$ cat src/rtl/uart_seq_pkg.sv
// Shared opcodes, stall modes, FSM states and LFSR taps for the UART test sequencer.
package uart_seq_pkg;

    localparam logic [1:0] OP_SEND       = 2'd0;
    localparam logic [1:0] OP_EXPECT     = 2'd1;
    localparam logic [1:0] OP_WAIT       = 2'd2;
    localparam logic [1:0] OP_EXPECT_ANY = 2'd3;

    localparam logic [1:0] STALL_OFF    = 2'd0;
    localparam logic [1:0] STALL_TOGGLE = 2'd1;
    localparam logic [1:0] STALL_LFSR   = 2'd2;
    localparam logic [1:0] STALL_HIGH   = 2'd3;

    typedef enum logic [1:0] {
        ST_IDLE = 2'd0,
        ST_SEND = 2'd1,
        ST_RECV = 2'd2,
        ST_WAIT = 2'd3
    } seq_state_t;

    // Right-shifting Galois form of x^16+x^14+x^13+x^11
    localparam logic [15:0] LFSR_TAPS = 16'hB400;

endpackage

$ cat src/rtl/uart_seq_fifo.sv
// Synchronous command FIFO; pointers carry one extra wrap bit for full/empty.
module uart_seq_fifo #(
    parameter int unsigned DEPTH = 16,
    parameter int unsigned WIDTH = 10
) (
    input  logic             i_clk,
    input  logic             i_rst,
    input  logic             i_wr_en,
    input  logic [WIDTH-1:0] i_wr_data,
    input  logic             i_rd_en,
    output logic [WIDTH-1:0] o_rd_data,
    output logic             o_full,
    output logic             o_empty
);
    localparam int unsigned AW = $clog2(DEPTH);

    logic [WIDTH-1:0] r_mem [DEPTH];
    logic [AW:0]      r_wptr;
    logic [AW:0]      r_rptr;
    logic             w_full;
    logic             w_empty;

    assign w_empty = (r_wptr == r_rptr);
    assign w_full  = (r_wptr[AW] != r_rptr[AW]) && (r_wptr[AW-1:0] == r_rptr[AW-1:0]);

    always_ff @(posedge i_clk) begin
        if (i_rst) begin
            r_wptr <= '0;
            r_rptr <= '0;
        end else begin
            if (i_wr_en && !w_full)
                r_wptr <= r_wptr + (AW+1)'(1);
            if (i_rd_en && !w_empty)
                r_rptr <= r_rptr + (AW+1)'(1);
        end
    end

    always_ff @(posedge i_clk) begin
        if (i_wr_en && !w_full)
            r_mem[r_wptr[AW-1:0]] <= i_wr_data;
    end

    assign o_rd_data = r_mem[r_rptr[AW-1:0]];
    assign o_full    = w_full;
    assign o_empty   = w_empty;

endmodule

$ cat src/rtl/uart_test_sequencer.sv
// Scripted UART exerciser: command FIFO, send/expect/wait FSM, status and CPU stall generator.
// Optional: define UART_SEQ_LFSR_EN to make stall mode 2 pseudo-random.
module uart_test_sequencer
    import uart_seq_pkg::*;
#(
    parameter int unsigned DEPTH     = 16,
    parameter int unsigned TIMEOUT   = 1_000_000,
    parameter logic [15:0] LFSR_SEED = 16'hACE1
) (
    input  logic       Clock,
    input  logic       Reset,
    input  logic [9:0] CmdIn,
    input  logic       CmdValid,
    output logic       CmdReady,
    output logic [7:0] TxData,
    output logic       TxValid,
    input  logic       TxReady,
    input  logic [7:0] RxData,
    input  logic       RxValid,
    output logic       RxReady,
    input  logic [1:0] StallMode,
    output logic       Stall,
    output logic       Busy,
    output logic       Pass,
    output logic [7:0] ErrCount,
    output logic       TimeoutFlag,
    output logic [7:0] LastRx
);
    localparam int unsigned TW = $clog2(TIMEOUT + 1);
    localparam logic [TW-1:0] TIMER_LAST = TW'(TIMEOUT - 1);

    seq_state_t     r_state;
    logic [1:0]     r_op;
    logic [7:0]     r_arg;
    logic           r_tx_valid;
    logic           r_rx_ready;
    logic [TW-1:0]  r_timer;
    logic [7:0]     r_wait_cnt;
    logic [7:0]     r_err;
    logic [7:0]     r_last_rx;
    logic           r_tflag;
    logic           r_stall;

    logic [9:0]     w_head;
    logic           w_full;
    logic           w_empty;
    logic           w_pop;
    logic           w_busy;
    logic           w_lfsr_bit;

    assign w_pop = (r_state == ST_IDLE) && !w_empty;

    uart_seq_fifo #(.DEPTH(DEPTH), .WIDTH(10)) u_fifo (
        .i_clk     (Clock),
        .i_rst     (Reset),
        .i_wr_en   (CmdValid),
        .i_wr_data (CmdIn),
        .i_rd_en   (w_pop),
        .o_rd_data (w_head),
        .o_full    (w_full),
        .o_empty   (w_empty)
    );

    always_ff @(posedge Clock) begin
        if (Reset) begin
            r_state    <= ST_IDLE;
            r_op       <= OP_SEND;
            r_arg      <= '0;
            r_tx_valid <= 1'b0;
            r_rx_ready <= 1'b0;
            r_timer    <= '0;
            r_wait_cnt <= '0;
            r_err      <= '0;
            r_last_rx  <= '0;
            r_tflag    <= 1'b0;
        end else begin
            case (r_state)
                ST_IDLE: begin
                    if (!w_empty) begin
                        r_op  <= w_head[9:8];
                        r_arg <= w_head[7:0];
                        case (w_head[9:8])
                            OP_SEND: begin
                                r_state    <= ST_SEND;
                                r_tx_valid <= 1'b1;
                            end
                            OP_WAIT: begin
                                r_state    <= ST_WAIT;
                                r_wait_cnt <= w_head[7:0];
                            end
                            default: begin
                                r_state    <= ST_RECV;
                                r_rx_ready <= 1'b1;
                                r_timer    <= '0;
                            end
                        endcase
                    end
                end
                ST_SEND: begin
                    if (TxReady) begin
                        r_tx_valid <= 1'b0;
                        r_state    <= ST_IDLE;
                    end
                end
                ST_RECV: begin
                    // A byte arriving on the last timer cycle wins over the timeout
                    if (RxValid) begin
                        r_last_rx  <= RxData;
                        r_rx_ready <= 1'b0;
                        r_state    <= ST_IDLE;
                        if (r_op == OP_EXPECT && RxData != r_arg && r_err != 8'hFF)
                            r_err <= r_err + 8'd1;
                    end else if (r_timer == TIMER_LAST) begin
                        r_tflag    <= 1'b1;
                        r_rx_ready <= 1'b0;
                        r_state    <= ST_IDLE;
                        if (r_err != 8'hFF)
                            r_err <= r_err + 8'd1;
                    end else begin
                        r_timer <= r_timer + TW'(1);
                    end
                end
                ST_WAIT: begin
                    if (r_wait_cnt == 8'd0)
                        r_state <= ST_IDLE;
                    else
                        r_wait_cnt <= r_wait_cnt - 8'd1;
                end
                default: r_state <= ST_IDLE;
            endcase
        end
    end

`ifdef UART_SEQ_LFSR_EN
    logic [15:0] r_lfsr;

    always_ff @(posedge Clock) begin
        if (Reset)
            r_lfsr <= LFSR_SEED;
        else
            r_lfsr <= (r_lfsr >> 1) ^ (r_lfsr[0] ? LFSR_TAPS : 16'h0000);
    end

    assign w_lfsr_bit = r_lfsr[0];
`else
    logic w_unused_seed;
    assign w_unused_seed = ^LFSR_SEED;
    assign w_lfsr_bit    = 1'b0;
`endif

    always_ff @(posedge Clock) begin
        if (Reset) begin
            r_stall <= 1'b0;
        end else begin
            case (StallMode)
                STALL_TOGGLE: r_stall <= ~r_stall;
                STALL_LFSR:   r_stall <= w_lfsr_bit;
                STALL_HIGH:   r_stall <= 1'b1;
                default:      r_stall <= 1'b0;
            endcase
        end
    end

    assign w_busy      = (r_state != ST_IDLE) || !w_empty;
    assign CmdReady    = !w_full;
    assign TxData      = r_arg;
    assign TxValid     = r_tx_valid;
    assign RxReady     = r_rx_ready;
    assign Stall       = r_stall;
    assign Busy        = w_busy;
    assign Pass        = !w_busy && (r_err == 8'd0) && !r_tflag;
    assign ErrCount    = r_err;
    assign TimeoutFlag = r_tflag;
    assign LastRx      = r_last_rx;

endmodule

$ cat config.mk
export PLATFORM = sky130hd
export DESIGN_NAME = uart_test_sequencer
export DESIGN_NICKNAME = d
export VERILOG_FILES = /design/src/rtl/uart_seq_pkg.sv /design/src/rtl/uart_seq_fifo.sv /design/src/rtl/uart_test_sequencer.sv
export SDC_FILE = /design/constraint.sdc
export NUM_CORES = 1
export LEC_CHECK = 0
export ABC_CLOCK_PERIOD_IN_PS = 3200
export CAP_MARGIN = 20
export CORE_ASPECT_RATIO = 0.9
export CORE_MARGIN = 3
export CORE_UTILIZATION = 56
export CTS_BUF_LIST = sky130_fd_sc_hd__clkbuf_4
export DETAILED_ROUTE_END_ITERATION = 16
export GPL_TIMING_DRIVEN = 0
export PLACE_DENSITY = 0.75
export SLEW_MARGIN = 0
export SYNTH_ARGS = -nofsm -noshare
export SYNTH_HDL_FRONTEND = slang
export SYNTH_HIERARCHICAL = 1
export SYNTH_SLANG_ARGS = --single-unit
export TNS_END_PERCENT = 50
$ cat constraint.sdc
create_clock -name Clock -period 3.2 [get_ports Clock]
set_input_delay 0.64 -clock Clock [delete_from_list [all_inputs] [get_ports Clock]]
set_output_delay 0.64 -clock Clock [all_outputs]
set_load 0.1 [all_outputs]
==> out/results.tsv <==
metric	value	unit
period utilization	0.952	
worst setup margin	154	ps
Slew HR	0.330	
unrepaired setup endpoints after global routing	no	
via count	6883	
status	finished, final reports clean	
synth unique cells	68	
DR WL/cell	21.3	um
setup violators final	0	
final hold vios	0	
VDD IR max	0.000445	V
worst min path class	flop to flop	
clk_lat worst skew	740	ps
vias in the first global route	6831	
Critical Path RT	2560	ps
routability cong.	0.856	
syn nets	754	
number of synthesized register bits	234	
worst-margin pin slew	1000	ps
Core Rows	46	
final WL	23800	um
Reg area	6300	sq um
Tot GR Track Use	0.240	
WP data arrival	2410	ps
most common cell in the netlist	edfxtp_1	
Starting Density	0.577	
setup TNS	0	ps
fin. max-slew vios	0	
Inserted Diodes	0	
WS Path Type	flop to primary output	
Fmax	328	MHz
Routed Antenna Nets	0	
Core ar.	17800	sq um
share of cells above drive strength 1	0.190	
crit start category	flop	
Async SR Flop Fraction	0	
number of max-cap violations	0	
largest net degree at the start of global routing	20	
Synth top cells by count	edfxtp_1, dfxtp_1, a21oi_1	
dpl ws	-318	ps
Worst-path clk slew	70	ps
PortBufs	55	
Crit Path Max Fanout	7	
H-Tree Depth	2	
global-route wire length before repair	37100	um
clock root cell	clkbuf_4	
Final nets	868	
Ports	56	
Post-DP HPWL	16200	um
die area	20000	sq um
LEAKAGE	4.09	nW
YS warnings	6	
Die X	149	um
Multi-input gate area	3730	sq um
Mapped Area	10300	sq um
area grow syn2layout	16.4	%
Vias/cell	6.15	
number of synthesized flops with an enable pin	160	
Post-Syn Instances	719	
Synth Flop Type	edfxtp_1	
worst r2r path cells	12	
Die H	134	um
area leader, netlist	edfxtp_1	
top cell type's share of synthesized area	0.469	
buffer levels on the longest clock path	3	
Cell Pwr Density	724	nW/um^2
Worst setup EP type	primary output	
Filler Cell Count	1226	
Initial DRC Count	636	
Hold Path Cell Cnt	2	
clock sinks	234	
drt first pass iters	6	
register area share after synthesis	0.613	
Avg Synthesized Cell Area	14.3	sq um
CTS tree	yes	
Max Clock Skew	109	ps
gr ovfl total	0	
Final min period	3050	ps
antenna violations before repair	0	
residual DRC count	0	
CTS buffer count	56	
Synth area leaders	edfxtp_1, dfxtp_1, mux4_1, mux4_2, a21oi_1	
[state kept, by name, indices dropped and copies added (netlist names), named ones only]
| register | flops |
|---|---|
| u_fifo/r_mem | 160 |
| r_timer | 20 |
| ErrCount | 8 |
| LastRx | 8 |
| TxData | 8 |
| r_wait_cnt | 8 |
| u_fifo/r_rptr | 5 |
| u_fifo/r_wptr | 5 |
| r_op | 2 |
| r_state | 2 |
| RxReady | 1 |
| Stall | 1 |
| TimeoutFlag | 1 |
| TxValid | 1 |
[critical path, stage by stage, from the launching register on]
cell and delay, ps:
dfxtp_1 380, inv_1 120, ha_1 150, or4b_2 620, nor3_4 250, buf_12 200
[cell usage in the layout, fill, tap and decap left out, types with 14 or more instances in the layout]
master,Yosys,routed
clkinv_1,1,19
edfxtp_1,160,160
mux4_2,19,19
clkbuf_1,17,14
clkdlybuf4s50_1,0,52
inv_1,24,23
o21ai_0,22,22
and3_1,24,24
nand4_1,17,17
clkbuf_4,0,83
dfxtp_1,74,66
a21oi_1,52,52
nor2_1,47,47
nand2_1,47,45
mux4_1,31,31
[per-layer routing]
metal  global-route usage  part of all wire
met1                0.337              0.42
met4               0.0734             0.021
met3               0.0524             0.081
met5                    0                 0
met2                0.382              0.48
[path summary, 6_finish.rpt]
kind / slack (ps) / endpoint / startpoint
setup reg to reg: 170 / u_fifo/r_rptr[3] / u_fifo/r_wptr[2]
hold / removal: 460 / r_op[1] / r_op[1]
hold reg to reg: 460 / r_op[1] / r_op[1]
setup / recovery: 150 / Pass / ErrCount[0]
[logic make-up after synthesis]
group,Yosys count,share of synthesized area
AO/OA/AOI/OAI,129,0.0832
flip-flops,234,0.613
XOR/XNOR,14,0.0120
buffers and inverters,57,0.0292
adder cells (fa/ha/maj),10,0.0122
multiplexers,74,0.146
AND/OR/NAND/NOR,201,0.104
[area by class of cell]
| type | instances | share of cell area |
|---|---|---|
| plain buffers | 31 | 0.0174 |
| clock buffers | 83 | 0.0522 |
| clock inverters | 22 | 0.00912 |
| inverters | 25 | 0.00786 |
| multi-input cells | 428 | 0.313 |
| flip-flops and latches | 234 | 0.528 |
| well taps | 240 | 0.0252 |
| repair buffers | 57 | 0.0479 |
[stage by stage]
| stage | total power [W] | area (sq um) | util | hold WS, ps | instances |
|---|---|---|---|---|---|
| after floorplan | 0.00551 | 10300 | - | 437 | 719 |
| after global placement | 0.00613 | 11100 | 0.625 | 462 | 1014 |
| after detailed placement | 0.00620 | 11100 | 0.626 | 455 | 1015 |
| after CTS | 0.00865 | 11900 | 0.668 | 466 | 1120 |
| after global routing | 0.00906 | 11900 | 0.671 | 499 | 1120 |
| final | 0.00864 | 11900 | 0.671 | 463 | 1120 |
[report_power, final]
group          total, W  internal, W  switching, W
sequential      0.00354      0.00338      0.000152
combinational   0.00271     0.000980       0.00173
clock           0.00240      0.00121       0.00119
[what timing repair did]
action                     in CTS  in global routing
hold buffers                    0                  0
gates resized for setup        26                 14
pin swaps                       0                  1
buffers inserted                0                  1
cloned                          0                  0
setup endpoints to repair       3                 21
Power figures use the tool's default switching activity.
